[src/rtl/jal_ras_ctrl.sv]
// Return-address stack controller for the multicycle CPU.
// Captures committed JAL link PCs in a circular LIFO and presents the predicted
// JR target on top_pc. Optional feature macro: RAS_STATS_EN adds saturating
// push/pop event counters (push_cnt, pop_cnt).
module jal_ras_ctrl #(
  parameter int unsigned DEPTH = 8,
  parameter int unsigned PTR_W = 3
) (
  input  logic             clk,
  input  logic             reset,
  input  logic             push,
  input  logic [31:0]      push_pc,
  input  logic             pop,
  input  logic             flush,
  output logic [31:0]      top_pc,
  output logic [PTR_W:0]   count,
  output logic             empty,
  output logic             full,
  output logic             overflow,
  output logic             underflow
`ifdef RAS_STATS_EN
  ,
  output logic [15:0]      push_cnt,
  output logic [15:0]      pop_cnt
`endif
);

  localparam int unsigned CNT_W  = PTR_W + 1;
  localparam int unsigned DATA_W = 32;
  localparam int unsigned STAT_W = 16;

  logic [DATA_W-1:0] mem [DEPTH];

  logic [PTR_W-1:0]  wp;
  logic [PTR_W-1:0]  wp_nxt;
  logic [PTR_W-1:0]  wp_m1;
  logic [PTR_W-1:0]  wp_m2;
  logic [CNT_W-1:0]  cnt_nxt;
  logic [DATA_W-1:0] top_nxt;
  logic              ovf_nxt;
  logic              udf_nxt;
  logic              mem_we;
  logic [PTR_W-1:0]  mem_wa;
  logic              is_full;
  logic              is_empty;
  logic              push_evt;
  logic              pop_evt;

  assign wp_m1    = wp - PTR_W'(1);
  assign wp_m2    = wp - PTR_W'(2);
  assign is_full  = (count == CNT_W'(DEPTH));
  assign is_empty = (count == '0);

  // Next-state decode; priority flush > push&pop > push > pop
  always_comb begin
    wp_nxt   = wp;
    cnt_nxt  = count;
    top_nxt  = top_pc;
    ovf_nxt  = overflow;
    udf_nxt  = 1'b0;
    mem_we   = 1'b0;
    mem_wa   = wp;
    push_evt = 1'b0;
    pop_evt  = 1'b0;
    if (flush) begin
      cnt_nxt = '0;
      top_nxt = '0;
    end else if (push && pop && !is_empty) begin
      // Replace the top in place; depth unchanged
      mem_we   = 1'b1;
      mem_wa   = wp_m1;
      top_nxt  = push_pc;
      push_evt = 1'b1;
      pop_evt  = 1'b1;
    end else if (push) begin
      // Plain push (also push&pop on an empty stack); oldest entry lost when full
      mem_we   = 1'b1;
      mem_wa   = wp;
      wp_nxt   = wp + PTR_W'(1);
      top_nxt  = push_pc;
      push_evt = 1'b1;
      if (is_full) begin
        ovf_nxt = 1'b1;
      end else begin
        cnt_nxt = count + CNT_W'(1);
      end
    end else if (pop) begin
      if (is_empty) begin
        udf_nxt = 1'b1;
      end else begin
        wp_nxt  = wp_m1;
        cnt_nxt = count - CNT_W'(1);
        top_nxt = (count >= CNT_W'(2)) ? mem[wp_m2] : '0;
        pop_evt = 1'b1;
      end
    end
  end

  // Control and output registers
  always_ff @(posedge clk or posedge reset) begin
    if (reset) begin
      wp        <= '0;
      count     <= '0;
      top_pc    <= '0;
      empty     <= 1'b1;
      full      <= 1'b0;
      overflow  <= 1'b0;
      underflow <= 1'b0;
    end else begin
      wp        <= wp_nxt;
      count     <= cnt_nxt;
      top_pc    <= top_nxt;
      empty     <= (cnt_nxt == '0);
      full      <= (cnt_nxt == CNT_W'(DEPTH));
      overflow  <= ovf_nxt;
      underflow <= udf_nxt;
    end
  end

  // Stack storage; contents are don't-care after reset
  always_ff @(posedge clk) begin
    if (mem_we) begin
      mem[mem_wa] <= push_pc;
    end
  end

`ifdef RAS_STATS_EN
  // Saturating event counters, cleared by reset only
  always_ff @(posedge clk or posedge reset) begin
    if (reset) begin
      push_cnt <= '0;
      pop_cnt  <= '0;
    end else begin
      if (push_evt && (push_cnt != '1)) begin
        push_cnt <= push_cnt + STAT_W'(1);
      end
      if (pop_evt && (pop_cnt != '1)) begin
        pop_cnt <= pop_cnt + STAT_W'(1);
      end
    end
  end
`else
  // Event strobes only feed the optional counters
  logic unused_evt;
  assign unused_evt = push_evt ^ pop_evt ^ (STAT_W == 0);
`endif

endmodule

[config.mk]
export PLATFORM = sky130hd
export DESIGN_NAME = jal_ras_ctrl
export DESIGN_NICKNAME = d
export VERILOG_FILES = /design/src/rtl/jal_ras_ctrl.sv
export SDC_FILE = /design/constraint.sdc
export NUM_CORES = 1
export LEC_CHECK = 0
export BUFFER_PORTS_ARGS = -buffer_cell sky130_fd_sc_hd__buf_2
export CORE_MARGIN = 3
export CORE_UTILIZATION = 55
export DETAILED_ROUTE_END_ITERATION = 8
export GPL_TIMING_DRIVEN = 0
export PLACE_DENSITY_LB_ADDON = 0.05
export SLEW_MARGIN = 20
export SYNTH_ARGS = -nofsm -noshare
export SYNTH_HDL_FRONTEND = slang
export SYNTH_SLANG_ARGS = --single-unit
[constraint.sdc]
create_clock -name clk -period 4.3 [get_ports clk]
set_input_delay 0.43 -clock clk [delete_from_list [all_inputs] [get_ports clk]]
set_output_delay 0.43 -clock clk [all_outputs]
set_load 0.01 [all_outputs]
==> flow_metrics.env, run 1 <==
export IMPL_clock_path_buffers=3
export IMPL_synthCells=716
export IMPL_die_y_microns=155
export IMPL_row_count=53
export IMPL_worstPathArrival_ns=4.13
export IMPL_final_area_sq_um=14200
export IMPL_ys_async_sr_fraction_pct=14.4
export IMPL_endpoint_kind="flip-flop"
export IMPL_cts_sinks=299
export IMPL_vias=6986
export IMPL_routedWlPerCell_microns=25.0
export IMPL_setup_violations=0
export IMPL_fin_crit_sh_pct=90.3
export IMPL_grt_pass1_vias=7449
export IMPL_placed_cells=1074
export IMPL_hp_class="input port to flip-flop"
export IMPL_fp_coreArea_sq_um=21400
export IMPL_start_kind="flip-flop"
export IMPL_path_cells="buf_2, clkbuf_1, inv_1, clkbuf_1, ha_1, inv_1, nor2_1, mux2i_1, o21ai_0, nor2b_4, buf_16"
export IMPL_avgSynthCellArea_sq_um=17.1
export IMPL_synth_edf_count=256
export IMPL_post_cts_setup_buffers=0
export IMPL_final_cell_mix="256 x edfxtp_1, 87 x buf_2, 49 x mux4_2"
export IMPL_crit_buf_inv=6
export IMPL_worstPathRequired_ns=4.55
export IMPL_stdcell_count=1133
export IMPL_grt_max_degree=25
export IMPL_rsz0062_at_grt="false"
export IMPL_ys_seq_area_share_pct=71.8
export IMPL_grt_met1_usage_pct=32.1
export IMPL_synth_flop_cell="edfxtp_1"
export IMPL_critical_path_top_delay_family="buffers and inverters"
export IMPL_dieArea_sq_um=24000
export IMPL_synth_area_leaders="edfxtp_1 63%, mux4_2 9.0%, dfrtp_1 8.6%"
export IMPL_cts_resized=0
export IMPL_gr_usage_met3_pct=3.84
export IMPL_worst_pin_slew_ns=1.01
export IMPL_min_period_ns=3.88
export IMPL_yosys_area_top_type_share_pct=62.9
export IMPL_seqPwrFrac_pct=40.7
export IMPL_gr_usage_met2_pct=41.3
export IMPL_synth_area_sq_um=12200
export IMPL_power_switching_share_pct=30.8
export IMPL_worst_clock_skew_ns=0.0150
export IMPL_antenna_found_initial=2
export IMPL_status="finished clean"
export IMPL_clkSlewWorstSetupHoldPaths_ns=0.06
export IMPL_grt_busiest_layer="met2"
export IMPL_critPathSlowestCell="nor2b_4"
export IMPL_area_growth_pct=16.0
export IMPL_critical_path_max_stage_delay_ns=0.71
export IMPL_final_layout_size_suffix_gt1_share_pct=29.1
export IMPL_grt_pass1_wl_microns=43900
export IMPL_synth_top_area_cell="edfxtp_1"
export IMPL_p_per_area_nw_per_um2=621
export IMPL_syn_num_nets=759
export IMPL_start_util_pct=57.0
export IMPL_groute_usage_overall_pct=24.2
export IMPL_synth_seq_cells=299
export IMPL_leakagePower_uw=0.00499
export IMPL_slew_headroom_pct=32.0
export IMPL_hold_ws_ns=0.167
export IMPL_die_x_microns=155
export IMPL_fmax_mhz=258
export IMPL_synthDistinctLibCells=49
export IMPL_total_power_uw=8800
export IMPL_drt_pre_antenna_iters=7
export IMPL_drt_iter0_markers=597
export IMPL_cts_tree="done"
export IMPL_vdd_ir_drop_max_uv=368
export IMPL_viasPerCell=6.17
export IMPL_cts_htree_levels=1
export IMPL_layout_commonest_cell="edfxtp_1"
export IMPL_grt_ovfl_total=0
export IMPL_drtAntennaViolNets=0
export IMPL_pwr_share_clk_pct=28.7
export IMPL_cts_root_buf="clkbuf_16"
export IMPL_setup_tns_ns=0
export IMPL_numCtsBuffers=30
export IMPL_clk_latency_ns=0.55
export IMPL_io_pin_count=77
export IMPL_cp_max_fo=19
export IMPL_power_switching_uw=2710
export IMPL_worst_setup_path_type="flip-flop to flip-flop"
export IMPL_power_frac_comb_pct=30.6
export IMPL_wl_microns=28400
export IMPL_hold_viol=0
export IMPL_drc_errors=0
export IMPL_placed_area_sq_um=13200
export IMPL_maxSlewViolCount=0
export IMPL_hpwl_microns=18200
export IMPL_gp_congestion=0.836
export IMPL_yosys_warnings=0
export IMPL_internal_power_uw=6090
export IMPL_maxCapViolCount=0
export IMPL_final_nets=875
export IMPL_io_buffers=74
export IMPL_nFillCells=1495
export IMPL_holdBufCountCts=1
## kinds of logic (layout without fill, tap and decap cells)
| kind of cell | count (synthesis) | count (layout) | share of synthesized area, % |
|---|---|---|---|
| adders and majority gates | 6 | 6 | 0.615 |
| buffers and inverters | 58 | 198 | 2.31 |
| xor gates and xnor gates | 8 | 8 | 0.574 |
| AOI/OAI and AO/OA | 113 | 113 | 6.67 |
| and+or+nand+nor | 140 | 140 | 5.26 |
| other | 0 | 2 | 0 |
| muxes | 92 | 92 | 12.8 |
| DFF | 299 | 299 | 71.8 |
## final timing paths
kind	startpoint	endpoint	slack (ns)	cells after the start
min in group asynchronous	reset	top_pc[19]$_DFFE_PP0P_	0.51	3
setup reg to reg	wp[1]$_DFFE_PP0P_	mem[4][5]$_DFFE_PP_	0.42	11
setup / recovery	wp[1]$_DFFE_PP0P_	mem[4][5]$_DFFE_PP_	0.42	11
hold / removal	push_pc[4]	mem[6][4]$_DFFE_PP_	0.17	1
hold reg to reg	overflow$_DFFE_PP0P_	overflow$_DFFE_PP0P_	0.49	1
max in group asynchronous	reset	empty$_DFF_PP1_	3.19	4
## power by group through the flow
stage	Clock (uW)	Sequential, uW	Combinational [uW]
final	2530	3580	2690
after global routing	2690	3610	2910
after CTS	2570	3580	2700
after detailed placement	0	3640	2690
after global placement	0	3650	2530
after floorplan	0	3650	1820
## synthesized netlist by cell type (2+ instances only)
library cell / number
edfxtp_1: 256
xnor2_1: 8
mux2i_1: 18
nand3b_1: 2
a221oi_1: 2
buf_6: 3
nor2b_1: 4
buf_2: 13
mux2_2: 25
inv_1: 11
ha_1: 6
a21oi_1: 28
nor2_1: 42
o22ai_1: 3
clkbuf_1: 24
a31oi_1: 6
o21ai_0: 21
nand3_1: 3
a221o_1: 6
nand4_1: 2
dfrtp_1: 42
and2_1: 11
o221a_2: 8
buf_4: 7
nor3_1: 20
a211oi_1: 19
nand2_1: 46
mux4_2: 49
a22oi_1: 9
nand2b_1: 3
## sequential cells by signal, indices dropped and copies added (netlist names)
name,flops
mem,256
top_pc,32
count,4
wp,3
empty,1
full,1
overflow,1
underflow,1
## cell type report
| class | count | area (sq um) | share of cell area [%] |
|---|---|---|---|
| tap | 275 | 344 | 2.43 |
| buffer | 47 | 241 | 1.70 |
| inverter | 11 | 41.3 | 0.291 |
| antenna | 2 | 5.00 | 0.0353 |
| multi-input combinational | 359 | 3220 | 22.7 |
| timing repair buffer | 84 | 591 | 4.17 |
| clock buffer | 42 | 847 | 5.98 |
| clock inverter | 14 | 115 | 0.812 |
| sequential | 299 | 8760 | 61.8 |
## layer usage
metal,vias to the layer above,wire length [microns]
met1,3594,11200
met2,272,14400
met5,-,0
met3,68,1900
li1,3052,-
met4,0,853
## through the flow
step           utilization (%)  worst slack, ns
2_1_floorplan                -            0.538
3_3_place_gp              60.4            -1.63
3_5_place_dp              61.6            0.446
4_1_cts                   66.1            0.415
5_1_grt                   66.2            0.104
6_report                  66.2            0.418
(Power assumes the default switching activity.)
==> run 2, diff against run 1 <==
Settings changed: CORE_UTILIZATION 55 to 45, PLACE_DENSITY set to 0.6, PLACE_DENSITY_LB_ADDON 0.05 to unset.
==> run 2 against run 1 <==
  * Non-clock buffer count grew 1
  * Die area increased by 21%
  * Hold slack worse by 0.018 ns
  * Utilization decreased by 12 points
  * Highest routed layer is now met5
  * Final cell count is 5.4% higher
  * Critical path depth stayed put
  * Critical endpoint is now mem[4][9]$_DFFE_PP_
  * Sequential power about the same
  * Clock power up 11%
  * Clock skew fell by 0.0076 ns
  * Via count about the same
  * Global-route usage decreased by 4.1 points
==> flow_metrics.env, run 2 (synthesis results as in run 1) <==
export IMPL_io_buffers=74
export IMPL_numCtsBuffers=31
export IMPL_slew_headroom_pct=23.6
export IMPL_critPathSlowestCell="nor2b_4"
export IMPL_cts_root_buf="clkbuf_16"
export IMPL_critical_path_max_stage_delay_ns=0.72
export IMPL_antenna_cells=0
export IMPL_post_cts_setup_buffers=0
export IMPL_gp_congestion=0.777
export IMPL_clk_latency_ns=0.56
export IMPL_placed_cells=1135
export IMPL_power_switching_uw=2780
export IMPL_die_x_microns=171
export IMPL_status="finished clean"
export IMPL_groute_usage_overall_pct=20.0
export IMPL_wl_microns=29000
export IMPL_hpwl_microns=18600
export IMPL_final_nets=877
export IMPL_min_period_ns=3.94
export IMPL_crit_buf_inv=6
export IMPL_area_growth_pct=17.7
export IMPL_cts_tree="done"
export IMPL_fmax_mhz=254
export IMPL_cts_htree_levels=1
export IMPL_maxCapViolCount=0
export IMPL_die_y_microns=171
export IMPL_viasPerCell=5.85
export IMPL_p_per_area_nw_per_um2=633
export IMPL_rsz0062_at_grt="false"
export IMPL_largest_register_ffs=256
export IMPL_cts_sinks=299
export IMPL_drtAntennaViolNets=0
export IMPL_grt_max_degree=29
export IMPL_seqPwrFrac_pct=39.4
export IMPL_dieArea_sq_um=29200
export IMPL_row_count=59
export IMPL_fin_crit_sh_pct=91.6
export IMPL_layout_commonest_cell="edfxtp_1"
export IMPL_hp_class="input port to flip-flop"
export IMPL_endpoint_kind="flip-flop"
export IMPL_min_from="push_pc[17]"
export IMPL_leakagePower_uw=0.00505
export IMPL_worstPathArrival_ns=4.20
export IMPL_path_cells="buf_2, clkbuf_1, inv_1, clkbuf_1, ha_1, inv_1, nor2_1, mux2i_1, o21ai_0, nor2b_4, buf_16"
export IMPL_fp_coreArea_sq_um=26400
export IMPL_final_cell_mix="256 x edfxtp_1, 87 x buf_2, 49 x mux4_2"
export IMPL_grt_ovfl_total=0
export IMPL_clock_path_buffers=3
export IMPL_power_frac_comb_pct=29.8
export IMPL_grt_pass1_wl_microns=44000
export IMPL_start_util_pct=46.4
export IMPL_reg2reg_from="wp[1]$_DFFE_PP0P_"
export IMPL_worst_clock_skew_ns=0.00735
export IMPL_power_switching_share_pct=30.5
export IMPL_total_power_uw=9100
export IMPL_final_layout_size_suffix_gt1_share_pct=29.7
export IMPL_critical_path_startpoint="wp[1]$_DFFE_PP0P_"
export IMPL_critical_path_top_delay_family="buffers and inverters"
export IMPL_drc_errors=0
export IMPL_setup_violations=0
export IMPL_worst_pin_slew_ns=1.14
export IMPL_pwr_share_clk_pct=30.8
export IMPL_hold_viol=0
export IMPL_drt_pre_antenna_iters=5
export IMPL_routedWlPerCell_microns=24.3
export IMPL_vdd_ir_drop_max_uv=266
export IMPL_drt_iter0_markers=567
export IMPL_largestRegisters="mem (256), top_pc (32), count (4)"
export IMPL_antenna_found_initial=1
export IMPL_start_kind="flip-flop"
export IMPL_maxSlewViolCount=0
export IMPL_vias=6981
export IMPL_clkSlewWorstSetupHoldPaths_ns=0.06
export IMPL_largest_register="mem"
export IMPL_worstPathRequired_ns=4.56
export IMPL_stdcell_count=1194
export IMPL_internal_power_uw=6320
export IMPL_io_pin_count=77
export IMPL_grt_pass1_vias=7201
export IMPL_worst_setup_path_type="flip-flop to flip-flop"
export IMPL_cp_max_fo=18
==> run 2: cell types whose count changed in the layout (fill, tap and decap cells not counted), sizes merged <==
cell,change
clkinvlp,+1
buf,+1
bufinv,+4
inv,+2
clkinv,+1
clkbuf,-6
diode,-2
==> run 2: layout make-up <==
type                       count  area (sq um)
buffer                        47           241
clock buffer                  36           815
clock inverter                22           267
fill                        2031         12000
inverter                      11          41.3
multi-input combinational    359          3220
sequential                   299          8760
tap                          335           419
timing repair buffer          85           611
==> run 2: worst paths after layout <==
kind | slack, ns | to | cells past startpoint
worst min-delay path | 0.15 | mem[7][17]$_DFFE_PP_ | 1
worst max register to register | 0.36 | mem[4][9]$_DFFE_PP_ | 11
min in group asynchronous | 0.42 | count[2]$_DFF_PP0_ | 3
worst min register to register | 0.49 | overflow$_DFFE_PP0P_ | 1
worst max-delay path | 0.36 | mem[4][9]$_DFFE_PP_ | 11
max in group asynchronous | 3.31 | top_pc[9]$_DFFE_PP0P_ | 4
==> run 2: routing by layer <==
metal	vias to the layer above	part of all wire (%)	track usage, %
met4	2	1.9	4.69
met1	3631	42	28.1
met5	-	0.045	0
li1	3062	-	-
met3	46	6.3	3.26
met2	240	49	33.4
==> run 2: power by group through the flow <==
stage          Combinational, uW  Clock (uW)  Sequential (uW)
6_report                    2710        2800             3590
5_1_grt                     2920        2980             3610
4_1_cts                     2720        2840             3590
3_5_place_dp                2710           0             3650
3_3_place_gp                2560           0             3650
2_1_floorplan               1820           0             3650
==> run 2: per-stage QoR <==
step | setup WS (ns) | util [%] | TNS [ns] | area (sq um) | hold slack, ns
global route | 0.0957 | 54.5 | 0 | 14400 | 0.141
floorplan | 0.538 | - | 0 | 12200 | 0.503
CTS | 0.400 | 54.5 | 0 | 14400 | 0.136
detailed placement | 0.398 | 50.4 | 0 | 13300 | 0.463
global placement | -1.70 | 49.3 | -267.04 | 13000 | 0.475
finish | 0.363 | 54.5 | 0 | 14400 | 0.149
==> run 2: what timing repair did <==
| action | 4_1_cts | 5_1_grt |
|---|---|---|
| endpoints found under the hold margin | 14 | 0 |
| hold buffers | 1 | 0 |
| resized for setup | 0 | 0 |
==> run 3, diff against run 2 <==
Settings changed: BUFFER_PORTS_ARGS -buffer_cell sky130_fd_sc_hd__buf_2 to unset, DONT_BUFFER_PORTS set to 1, PLACE_DENSITY 0.6 to 0.58.
==> run 3 against run 2 <==
  * Register-to-register slack improved by 0.03 ns
  * Final cell count is 3.8% lower
  * Routed wire length grew 0.99%
  * Sequential share of layout area increased by 0.27 points
  * Maximum frequency grew 0.84%
  * Via count down 1.5%
  * Critical endpoint is now mem[4][12]$_DFFE_PP_
  * Largest cell class unchanged
  * Largest power group unchanged
==> flow_metrics.env, run 3 (synthesis results as in run 1) <==
export IMPL_worst_setup_path_type="flip-flop to flip-flop"
export IMPL_grt_pass1_wl_microns=43400
export IMPL_largest_register="mem"
export IMPL_clk_latency_ns=0.54
export IMPL_power_frac_comb_pct=29.0
export IMPL_hpwl_microns=18700
export IMPL_cts_root_buf="clkbuf_16"
export IMPL_nFillCells=2062
export IMPL_drtAntennaViolNets=0
export IMPL_worst_pin_slew_ns=0.990
export IMPL_die_x_microns=171
export IMPL_path_cells="buf_2, clkbuf_1, inv_1, clkbuf_1, ha_1, inv_1, nor2_1, mux2i_1, o21ai_0, nor2b_4, buf_16"
export IMPL_final_nets=833
export IMPL_setup_violations=0
export IMPL_power_switching_share_pct=30.3
export IMPL_io_pin_count=77
export IMPL_io_buffers=0
export IMPL_power_switching_uw=2730
export IMPL_drc_errors=0
export IMPL_wl_microns=29300
export IMPL_gp_congestion=0.762
export IMPL_cts_tree="done"
export IMPL_grt_ovfl_total=0
export IMPL_leakagePower_uw=0.00483
export IMPL_slew_headroom_pct=33.9
export IMPL_gr_usage_met3_pct=3.81
export IMPL_rsz0062_at_grt="false"
export IMPL_cts_htree_levels=1
export IMPL_critical_path_top_delay_family="buffers and inverters"
export IMPL_grt_pass1_vias=7028
export IMPL_area_growth_pct=17.1
export IMPL_fmax_mhz=256
export IMPL_drt_pre_antenna_iters=5
export IMPL_vdd_ir_drop_max_uv=376
export IMPL_endpoint_kind="flip-flop"
export IMPL_grt_busiest_layer="met2"
export IMPL_setup_tns_ns=0
export IMPL_cp_max_fo=17
export IMPL_grt_met1_usage_pct=28.3
export IMPL_maxSlewViolCount=0
export IMPL_hold_viol=0
export IMPL_worstPathRequired_ns=4.54
export IMPL_p_per_area_nw_per_um2=629
export IMPL_gr_usage_met2_pct=31.5
export IMPL_maxCapViolCount=0
export IMPL_routedWlPerCell_microns=25.5
export IMPL_largest_register_ffs=256
export IMPL_min_period_ns=3.90
export IMPL_seqPwrFrac_pct=40.4
export IMPL_clkSlewWorstSetupHoldPaths_ns=0.06
export IMPL_row_count=59
export IMPL_layout_commonest_cell="edfxtp_1"
export IMPL_drt_iter0_markers=636
export IMPL_crit_buf_inv=6
export IMPL_vias=6878
export IMPL_numCtsBuffers=30
export IMPL_total_power_uw=9000
export IMPL_final_area_sq_um=14300
export IMPL_final_layout_size_suffix_gt1_share_pct=22.2
export IMPL_groute_usage_overall_pct=20.1
export IMPL_pwr_share_clk_pct=30.6
export IMPL_final_util_pct=54.3
export IMPL_worst_clock_skew_ns=0.00944
export IMPL_antenna_cells=0
export IMPL_dieArea_sq_um=29200
export IMPL_grt_max_degree=24
export IMPL_largestRegisters="mem (256), top_pc (32), count (4)"
export IMPL_worstPathArrival_ns=4.15
export IMPL_antenna_found_initial=0
export IMPL_hp_class="input port to flip-flop"
export IMPL_internal_power_uw=6270
export IMPL_fin_crit_sh_pct=90.8
export IMPL_status="finished clean"
export IMPL_clock_path_buffers=3
export IMPL_cts_sinks=299
export IMPL_critical_path_max_stage_delay_ns=0.74
export IMPL_die_y_microns=171
export IMPL_stdcell_count=1149
export IMPL_start_util_pct=46.4
export IMPL_viasPerCell=5.99
export IMPL_fp_coreArea_sq_um=26400
export IMPL_critPathSlowestCell="nor2b_4"
export IMPL_start_kind="flip-flop"
export IMPL_final_cell_mix="256 x edfxtp_1, 49 x mux4_2, 46 x nand2_1"
export IMPL_placed_cells=1060
export IMPL_placed_area_sq_um=12900
run 3: layout make-up:
type	instances	area, sq um	share of cell area [%]
plain buffers	47	241	1.69
clock buffers	40	850	5.94
clock inverters	16	221	1.55
inverters	11	41.3	0.289
multi-input cells	359	3220	22.5
flip-flops and latches	299	8760	61.2
well taps	335	419	2.93
repair buffers	42	548	3.83
run 3: worst register-to-register path, stage by stage, from the launching register on:
cell      delay, ns
dfrtp_1        0.38
buf_2          0.21
clkbuf_1       0.50
inv_1          0.12
clkbuf_1       0.33
ha_1           0.47
inv_1          0.10
nor2_1         0.11
mux2i_1        0.09
o21ai_0        0.30
nor2b_4        0.74
buf_16         0.25
run 3: path summary, 6_finish.rpt:
path / cells past startpoint / slack (ns) / endpoint / from
hold / removal: 2 / 0.05 / top_pc[2]$_DFFE_PP0P_ / push_pc[2]
hold reg to reg: 1 / 0.57 / overflow$_DFFE_PP0P_ / overflow$_DFFE_PP0P_
setup reg to reg: 11 / 0.40 / mem[4][12]$_DFFE_PP_ / wp[1]$_DFFE_PP0P_
min in group asynchronous: 2 / 0.38 / top_pc[28]$_DFFE_PP0P_ / reset
setup / recovery: 11 / 0.40 / mem[4][12]$_DFFE_PP_ / wp[1]$_DFFE_PP0P_
max in group asynchronous: 3 / 3.37 / top_pc[7]$_DFFE_PP0P_ / reset
run 3: through the flow:
step / setup WS (ns) / hold slack, ns
after floorplan: 0.538 / 0.503
after global placement: -1.54 / 0.529
after detailed placement: 0.430 / 0.382
after CTS: 0.421 / 0.0189
after global routing: 0.195 / 0.0213
final: 0.395 / 0.0465
run 3: power by group through the flow:
stage	Clock, uW	Combinational, uW	Sequential [uW]
5_1_grt	2920	2820	3660
3_5_place_dp	0	2560	3700
6_report	2750	2610	3630
2_1_floorplan	0	1820	3650
4_1_cts	2800	2620	3630
3_3_place_gp	0	2410	3700
run 3: what timing repair did:
action,CTS,global route
setup buffers,0,0
hold endpoints to repair,275,0
gates resized for setup,0,0
hold buffers,33,0
run 3: layer usage:
layer | share of wire, % | routed length [microns]
met5 | 0 | 0
met2 | 47 | 13900
met1 | 42 | 12200
met3 | 7.7 | 2270
met4 | 3.4 | 1010
